<file path="src/rtl/arb_rr_fifo_rd.sv">
// arb_rr_fifo_rd
//
// Round-robin read arbiter that drains NUM_CH upstream sync_fifo instances
// (1-cycle read latency, registered empty) onto one valid/ready stream.
// At most one FIFO is popped per cycle, and only when the 2-entry output
// buffer has room for the word. Room counts both the words already in the
// buffer and the word still in flight from the FIFO.
//
// Ports:
//   clock         rising-edge clock
//   reset         asynchronous active-low reset
//   fifoEmptyIn   per-channel empty flags from the FIFOs
//   fifoRdEnOut   per-channel pop strobes (at most one high)
//   fifoRdDataIn  packed FIFO read data, channel i at [i*DATA_WIDTH +: DATA_WIDTH]
//   outValid      output word valid
//   outReady      downstream accepts the word
//   outData       output word (buffer head)
//   outCh         source channel of outData
//   busy          a pop is in flight or the buffer holds data
//
// Handshake: a word moves downstream on every rising edge where outValid and
// outReady are both high. outValid never depends on outReady. While outValid
// is high and outReady is low, outData and outCh hold their values.
module arb_rr_fifo_rd #(
  parameter int NUM_CH     = 4,
  parameter int DATA_WIDTH = 8,
  parameter int CH_WIDTH   = $clog2(NUM_CH)
) (
  input  logic                         clock,
  input  logic                         reset,
  input  logic [NUM_CH-1:0]            fifoEmptyIn,
  output logic [NUM_CH-1:0]            fifoRdEnOut,
  input  logic [NUM_CH*DATA_WIDTH-1:0] fifoRdDataIn,
  output logic                         outValid,
  input  logic                         outReady,
  output logic [DATA_WIDTH-1:0]        outData,
  output logic [CH_WIDTH-1:0]          outCh,
  output logic                         busy
);

  logic [CH_WIDTH-1:0]   last_gnt;
  logic                  inflight;
  logic [CH_WIDTH-1:0]   inflight_ch;
  logic [DATA_WIDTH-1:0] buf_data [2];
  logic [CH_WIDTH-1:0]   buf_ch [2];
  logic                  rd_ptr;
  logic                  wr_ptr;
  logic [1:0]            occ;

  logic [NUM_CH-1:0]     req;
  logic [2:0]            pend;
  logic                  pop_out;
  logic                  credit;
  logic                  gnt_found;
  logic [CH_WIDTH-1:0]   gnt_idx;
  logic                  gnt_valid;
  logic                  push;
  logic [DATA_WIDTH-1:0] push_data;

  assign req     = ~fifoEmptyIn;
  assign pend    = {1'b0, occ} + {2'b0, inflight};
  assign pop_out = outValid && outReady;
  // A full pipeline (buffer + in-flight word == 2) may still pop when the
  // head leaves this cycle; this keeps one word per cycle in steady state.
  assign credit  = (pend < 3'd2) || ((pend == 3'd2) && pop_out);

  // Search lastGnt+1, lastGnt+2, ... modulo NUM_CH for the first requester.
  always_comb begin : grant_search
    int                  cand_i;
    logic [CH_WIDTH-1:0] cand;
    gnt_found = 1'b0;
    gnt_idx   = '0;
    cand_i    = 0;
    cand      = '0;
    for (int i = 1; i <= NUM_CH; i++) begin
      cand_i = int'(last_gnt) + i;
      if (cand_i >= NUM_CH) cand_i = cand_i - NUM_CH;
      cand = CH_WIDTH'(cand_i);
      if (!gnt_found && req[cand]) begin
        gnt_found = 1'b1;
        gnt_idx   = cand;
      end
    end
  end

  // Gated by reset so that no FIFO is popped while the block is held in reset.
  assign gnt_valid = reset && credit && gnt_found;

  always_comb begin
    fifoRdEnOut = '0;
    if (gnt_valid) fifoRdEnOut[gnt_idx] = 1'b1;
  end

  // The word popped last cycle is on the FIFO's read port now.
  assign push = inflight;

  always_comb begin
    push_data = '0;
    for (int c = 0; c < NUM_CH; c++) begin
      if (inflight_ch == CH_WIDTH'(c)) push_data = fifoRdDataIn[c*DATA_WIDTH +: DATA_WIDTH];
    end
  end

  always_ff @(posedge clock or negedge reset) begin
    if (!reset) begin
      last_gnt    <= CH_WIDTH'(NUM_CH - 1);
      inflight    <= 1'b0;
      inflight_ch <= '0;
      buf_data[0] <= '0;
      buf_data[1] <= '0;
      buf_ch[0]   <= '0;
      buf_ch[1]   <= '0;
      rd_ptr      <= 1'b0;
      wr_ptr      <= 1'b0;
      occ         <= 2'd0;
    end else begin
      if (gnt_valid) begin
        last_gnt    <= gnt_idx;
        inflight_ch <= gnt_idx;
      end
      inflight <= gnt_valid;
      if (push) begin
        buf_data[wr_ptr] <= push_data;
        buf_ch[wr_ptr]   <= inflight_ch;
        wr_ptr           <= ~wr_ptr;
      end
      if (pop_out) rd_ptr <= ~rd_ptr;
      case ({push, pop_out})
        2'b10:   occ <= occ + 2'd1;
        2'b01:   occ <= occ - 2'd1;
        default: occ <= occ;
      endcase
    end
  end

  assign outValid = (occ != 2'd0);
  assign outData  = buf_data[rd_ptr];
  assign outCh    = buf_ch[rd_ptr];
  assign busy     = inflight || outValid;

  a_no_overflow: assert property (@(posedge clock) disable iff (!reset) pend <= 3'd2);
  a_rd_en_onehot: assert property (@(posedge clock) disable iff (!reset) $onehot0(fifoRdEnOut));

endmodule

</file>
<file path="config.mk">
export PLATFORM = sky130hd
export DESIGN_NAME = arb_rr_fifo_rd
export DESIGN_NICKNAME = d
export VERILOG_FILES = /design/src/rtl/arb_rr_fifo_rd.sv
export SDC_FILE = /design/constraint.sdc
export NUM_CORES = 1
export LEC_CHECK = 0
export BUFFER_PORTS_ARGS = -buffer_cell sky130_fd_sc_hd__buf_2
export CAP_MARGIN = 20
export CORE_MARGIN = 4
export CORE_UTILIZATION = 50
export CTS_CLUSTER_DIAMETER = 40
export DETAILED_ROUTE_END_ITERATION = 7
export PLACE_DENSITY = 0.8
export SLEW_MARGIN = 20
export SYNTH_ARGS = -nofsm -noshare
export SYNTH_HDL_FRONTEND = slang
export SYNTH_SLANG_ARGS = --single-unit
</file>
<file path="constraint.sdc">
create_clock -name clock -period 2.1 [get_ports clock]
set_input_delay 0.21 -clock clock [delete_from_list [all_inputs] [get_ports clock]]
set_output_delay 0.21 -clock clock [all_outputs]
set_load 0.005 [all_outputs]
</file>
# --- Yosys cells after proc, flatten, opt, wreduce, memory -nomap -nowiden ---
# Index checks and enable logic that the tools add are counted.
op_classes:
  addsub: 11
  n_reduce_logical: 17
  eq_ne: 6
  magnitude_cmp: 14
  bitwise_logic: 5
  mux: 40
ops:
  columns: ["cell", "n"]
  rows:
  - ["$mux 8", 8]
  - ["$mux 2", 12]
  - ["$bwmux 16", 1]
  - ["$lt 2x3->1 const B", 5]
  - ["$sub 2x1->2 const B", 5]
  - ["$ge 3x3->1 const B", 3]
  - ["$logic_and 1x1->1", 9]
  - ["$mux 1", 9]
  - ["$bmux 1 s2", 4]
  - ["$demux 8 s1", 1]
  - ["$add 2x2->3 const B", 2]
  - ["$eq 2x2->1 const B", 3]
  - ["$add 2x3->4 const B", 1]
  - ["$bwmux 4", 1]
  - ["$eq 2x1->1 const B", 2]
  - ["$ge 2x2->1 const B", 2]
  - ["$ge 4x3->1 const B", 1]
  - ["$mux 4", 1]
  - ["$not 1->2", 2]
  - ["$not 4->4", 1]
  - ["$pmux 2 s2", 1]
  - ["$reduce_bool 2->1", 2]
  - ["$add 2x1->3", 1]
  - ["$add 2x1->3 const B", 1]
  - ["11 further kinds", 15]
word_totals:
  regBits: 29

# --- Depth between registers and ports, before layout ---
logic_depth:
  ltp_word: 20
  mapped_depth: 6
  ltp_nobuf: 6

# --- Worst setup path before layout ---
# Ideal clock, no wire load.
synth_timing:
  path_kind: "reg2out"
  from: "register occ[0]"
  to: "output fifoRdEnOut[3]"
  path_slack_ns: 0.398
  n_path_buf: 0
  required_time_ns: 1.890
  t_arrival_ns: 1.492
  path_stages_with_launch: 7
  path_cell_list: "dfrtp_1 ha_1 ha_1 nor2_1 a31oi_4 nand4b_1 nor2b_1"
synth_via:
  elab_chain_cells: 7
  elab_cells_between_ends: 10
synth_lines:
  columns: ["item", "line_no", "text"]
  rows:
  - ["start: declaration", "48", "logic [1:0] occ;"]
  - ["start signal: assignment", "129", "2'b10: occ <= occ + 2'd1;"]
  - ["start signal: assignment", "130", "2'b01: occ <= occ - 2'd1;"]
  - ["parallel branches: the longest is 3 deep, another holds $add 2x1->3", null, null]
  - ["$logic_or 1x1->1 (*)", "65", "assign credit = (pend < 3'd2) || ((pend == 3'd2) && pop_out);"]
  - ["$logic_and 1x1->1 (*) (2 in series)", "87", "assign gnt_valid = reset && credit && gnt_found;"]
  - ["$mux 4 (*)", "91", "if (gnt_valid) fifoRdEnOut[gnt_idx] = 1'b1;"]
  - ["end: declaration", "32", "output logic [NUM_CH-1:0] fifoRdEnOut,"]
# Mark *: on every way between the ends.

# --- Final worst setup path ---
layout_timing:
  from: "register last_gnt[1]"
  to: "output fifoRdEnOut[1]"
layout_via:
  elab_chain_cells: 20
  elab_cells_between_ends: 45
layout_lines:
  columns: ["item", "line_no", "text"]
  rows:
  - ["start: declaration", "41", "logic [CH_WIDTH-1:0] last_gnt;"]
  - ["start signal: assignment", "106", "last_gnt <= CH_WIDTH'(NUM_CH - 1);"]
  - ["start signal: assignment", "118", "last_gnt <= gnt_idx;"]
  - ["$add 2x1->3", "76", "cand_i = int'(last_gnt) + i;"]
  - ["$ge 3x3->1 or $sub 2x1->2 (tied branches)", "77", "if (cand_i >= NUM_CH) cand_i = cand_i - NUM_CH;"]
  - ["$mux 2", "77", null]
  - ["$bmux 1 s2", "79", "if (!gnt_found && req[cand]) begin"]
  - ["$mux 1 (not written as such)", "79", null]
  - ["$mux 1", "79", null]
  - ["$logic_not 1->1", "79", null]
  - ["$logic_and 1x1->1", "79", null]
  - ["(+4 left out)", null, null]
  - ["$logic_not 1->1", "79", null]
  - ["$logic_and 1x1->1", "79", null]
  - ["$mux 2", "79", null]
  - ["$lt 2x3->1 (not written as such) or $ge 2x1->1 (tied branches)", "91", null]
  - ["$logic_and 1x1->1 (not written as such)", "91", null]
  - ["$mux 1 (not written as such)", "91", null]
  - ["$demux 1 s2", "91", null]
  - ["$mux 4 (*)", "91", null]
# Mark *: on every way between the ends. The rest lies on a longest branch, timed or not. The select of a mux whose other input is x is not followed.

==> out/qor.csv <==
metric,value,unit
status,completed,
synth.avg_cell_area,14.0,µm²
use_met3,7.28,%
grt_pass1_wl,6220,µm
min_period,2.08,ns
cap_violations,0,
first_global_vias,1355,
setup_violations,0,
drive_gt1_share,68.6,%
yosysTopAreaCell,dfrtp_1,
grt_busiest_layer,met2,
hold_end,rd_ptr,
r2r_end,buf_data[4],
synth.area.top_cells,"dfrtp_1 (42%), mux2_2 (22%), mux4_2 (9.7%)",
r2r_setup_slack,0.31,ns
cts_made_buffers,5,
total_power,3.25,mW
met1_usage,22.2,%
fillers,244,
cp.arrival,1.87,ns
grt-ovfl-total,0,
wirelength,3710,µm
final_core_util,70.0,%
grt_max_degree,29,
synth_top_area_share,41.6,%
synth.distinct_cells,34,
ys_seq_area_share,44.9,%
area_growth,32.7,%
leakagePower,0.977,nW
reg2reg_depth,2,
cts.path.max_buffers,2,
crit_type,reg -> out,
insertion_delay,0.33,ns
io_pins,55,
hold_path_class,in -> reg,
place_congestion,0.771,
hold_ws,0.234,ns
syn_area,1620,µm²
place.detailed.hpwl,2590,µm
cts_tree,yes,
min_from,outReady,
coreArea,3080,µm²
clk_pin_slew_worst_paths,0.10,ns
die-area,4220,µm²
period_share,99.1,%
grt_util_met2,33.7,%
vias_per_cell,5.31,
antenna_found_initial,0,
yosys_register_bits,29,
yosysWarnings,0,
fmax,0.481,GHz
post_drt_wl_per_cell,16.2,µm
vias,1217,
fin_ws,0.0198,ns
holdPathStages,3,
antenna_cells,0,
cp-start-kind,flop,
skew,0.0173,ns
worstReg2RegStart,inflight_ch[0],
vdd.ir_drop.worst,0.000878,V
synth.net_count,159,
dp_slack,0.157,ns
rsz0062_at_grt,yes,
setup_tns,0,ns
io_buffers,54,
maxSlewViolCount,0,
drc,0,
slew_headroom,62.0,%
std_cell_rows,20,
htree_levels,2,
clock-sinks,29,
worst_setup_path_end_kind,primary output,
critPathRequiredTime,1.89,ns
hold_viol_final,0,
fp.dieW,65.0,µm
worstMarginPinSlew,0.570,ns
cts-root-buf,clkbuf_4,
worstPathMaxFanout,7,
nets,227,
powerDensity,1510,nW/µm²
track_usage,19.7,%
die_h,65.0,µm
drtIter0Drc,20,
postRouteAntennaNets,0,
drt_pass1_iterations,2,
syn_inst,116,
initial_core_util,52.7,%
-- power by group --
part	internal (mW)	leakage (nW)	total, mW	switching [mW]
sequential	0.866	0.339	1.17	0.301
clock	0.284	0.0455	0.482	0.198
combinational	0.996	0.592	1.60	0.602
-- cell usage after synthesis (all sizes together) --
library cell and n:
inv 4, a21o 1, and3b 1, nand2b 1, o21ai 4, or2 1, and2 1, dfrtp 27
nand2 5, or3 1, o21a 1, xnor2 3, clkbuf 1, o2bb2ai 1, nor2b 2, a31oi 1
nand4b 1, buf 2, nor2 5, xor2 2, mux4 8, nor4 1, dfstp 2, or3b 1
nand3b 1, mux2 33, ha 4, o2111ai 1
-- worst max-delay path by stage --
stage | startpoint | endpoint | cells past startpoint | slack [ns]
after global routing | inflight | fifoRdEnOut[3] | 7 | -0.1
after CTS | occ[0] | fifoRdEnOut[3] | 7 | 0.01
final | last_gnt[1] | fifoRdEnOut[1] | 5 | 0.02
after detailed placement | occ[0] | fifoRdEnOut[3] | 7 | 0.16
after global placement | occ[0] | fifoRdEnOut[3] | 7 | 0.27
after floorplan | occ[0] | fifoRdEnOut[3] | 6 | 0.40
-- layout by cell type (no fill, tap or decap), types with 2 or more instances in the layout --
master    count
o21ai_0       2
buf_2        54
xnor2_1       3
nor2_4        2
nor2_1        2
mux2_2       32
dfrtp_1      25
inv_1         3
dfrtp_2       2
ha_4          3
nand2_1       5
nor2b_1       2
dfstp_2       2
buf_4         9
xor2_1        2
clkbuf_4      5
mux4_2        7
-- worst max-delay path: stages, from the launching register on --
cell	delay, ns
dfstp_2	0.60
or3b_1	0.37
o2111ai_2	0.09
and2_4	0.18
and3b_1	0.17
buf_2	0.12
-- cells by family (layout without fill, tap and decap cells) --
kind of cell,count (synthesis),after routing,synth area share [%]
AOI/OAI and AO/OA,9,9,5.24
DFF,29,29,44.9
and+or+nand+nor,21,21,7.71
buffers and inverters,7,76,2.16
xor gates and xnor gates,5,5,2.70
adders and majority gates,4,4,3.08
muxes,41,41,34.2
-- metrics by stage --
stage	std cells	area (µm²)
CTS	226	2110
global placement	212	1940
detailed placement	212	1940
finish	229	2150
global route	229	2150
floorplan	116	1620
-- layout make-up --
cell class | count | area (µm²) | share of cell area (%)
clock buffer | 7 | 55.1 | 2.56
tap | 44 | 55.1 | 2.56
multi-input combinational | 80 | 920 | 42.7
sequential | 29 | 731 | 33.9
inverter | 4 | 15.0 | 0.697
timing repair buffer | 64 | 348 | 16.2
clock inverter | 1 | 30.0 | 1.39
-- sequential cells by signal (all words and copies together), names as in the netlist --
name / cells
buf_data: 16
buf_ch: 4
inflight_ch: 2
last_gnt: 2
occ: 2
inflight: 1
rd_ptr: 1
wr_ptr: 1
-- per-layer routing --
| layer | vias up | part of all wire [%] |
|---|---|---|
| met3 | 7 | 8.1 |
| met1 | 592 | 41 |
| met5 | - | 0 |
| met4 | 0 | 1.7 |
| li1 | 570 | - |
| met2 | 48 | 49 |
-- timing repair --
item                                    4_1_cts  5_1_grt
endpoints found under the hold margin        28        0
pin swaps                                     5        4
buffers inserted                              5        3
endpoints found under the setup margin        4        4
hold buffers                                  1        0
resized for setup                             9        5
Note: power is estimated with default switching activity, not from simulation.
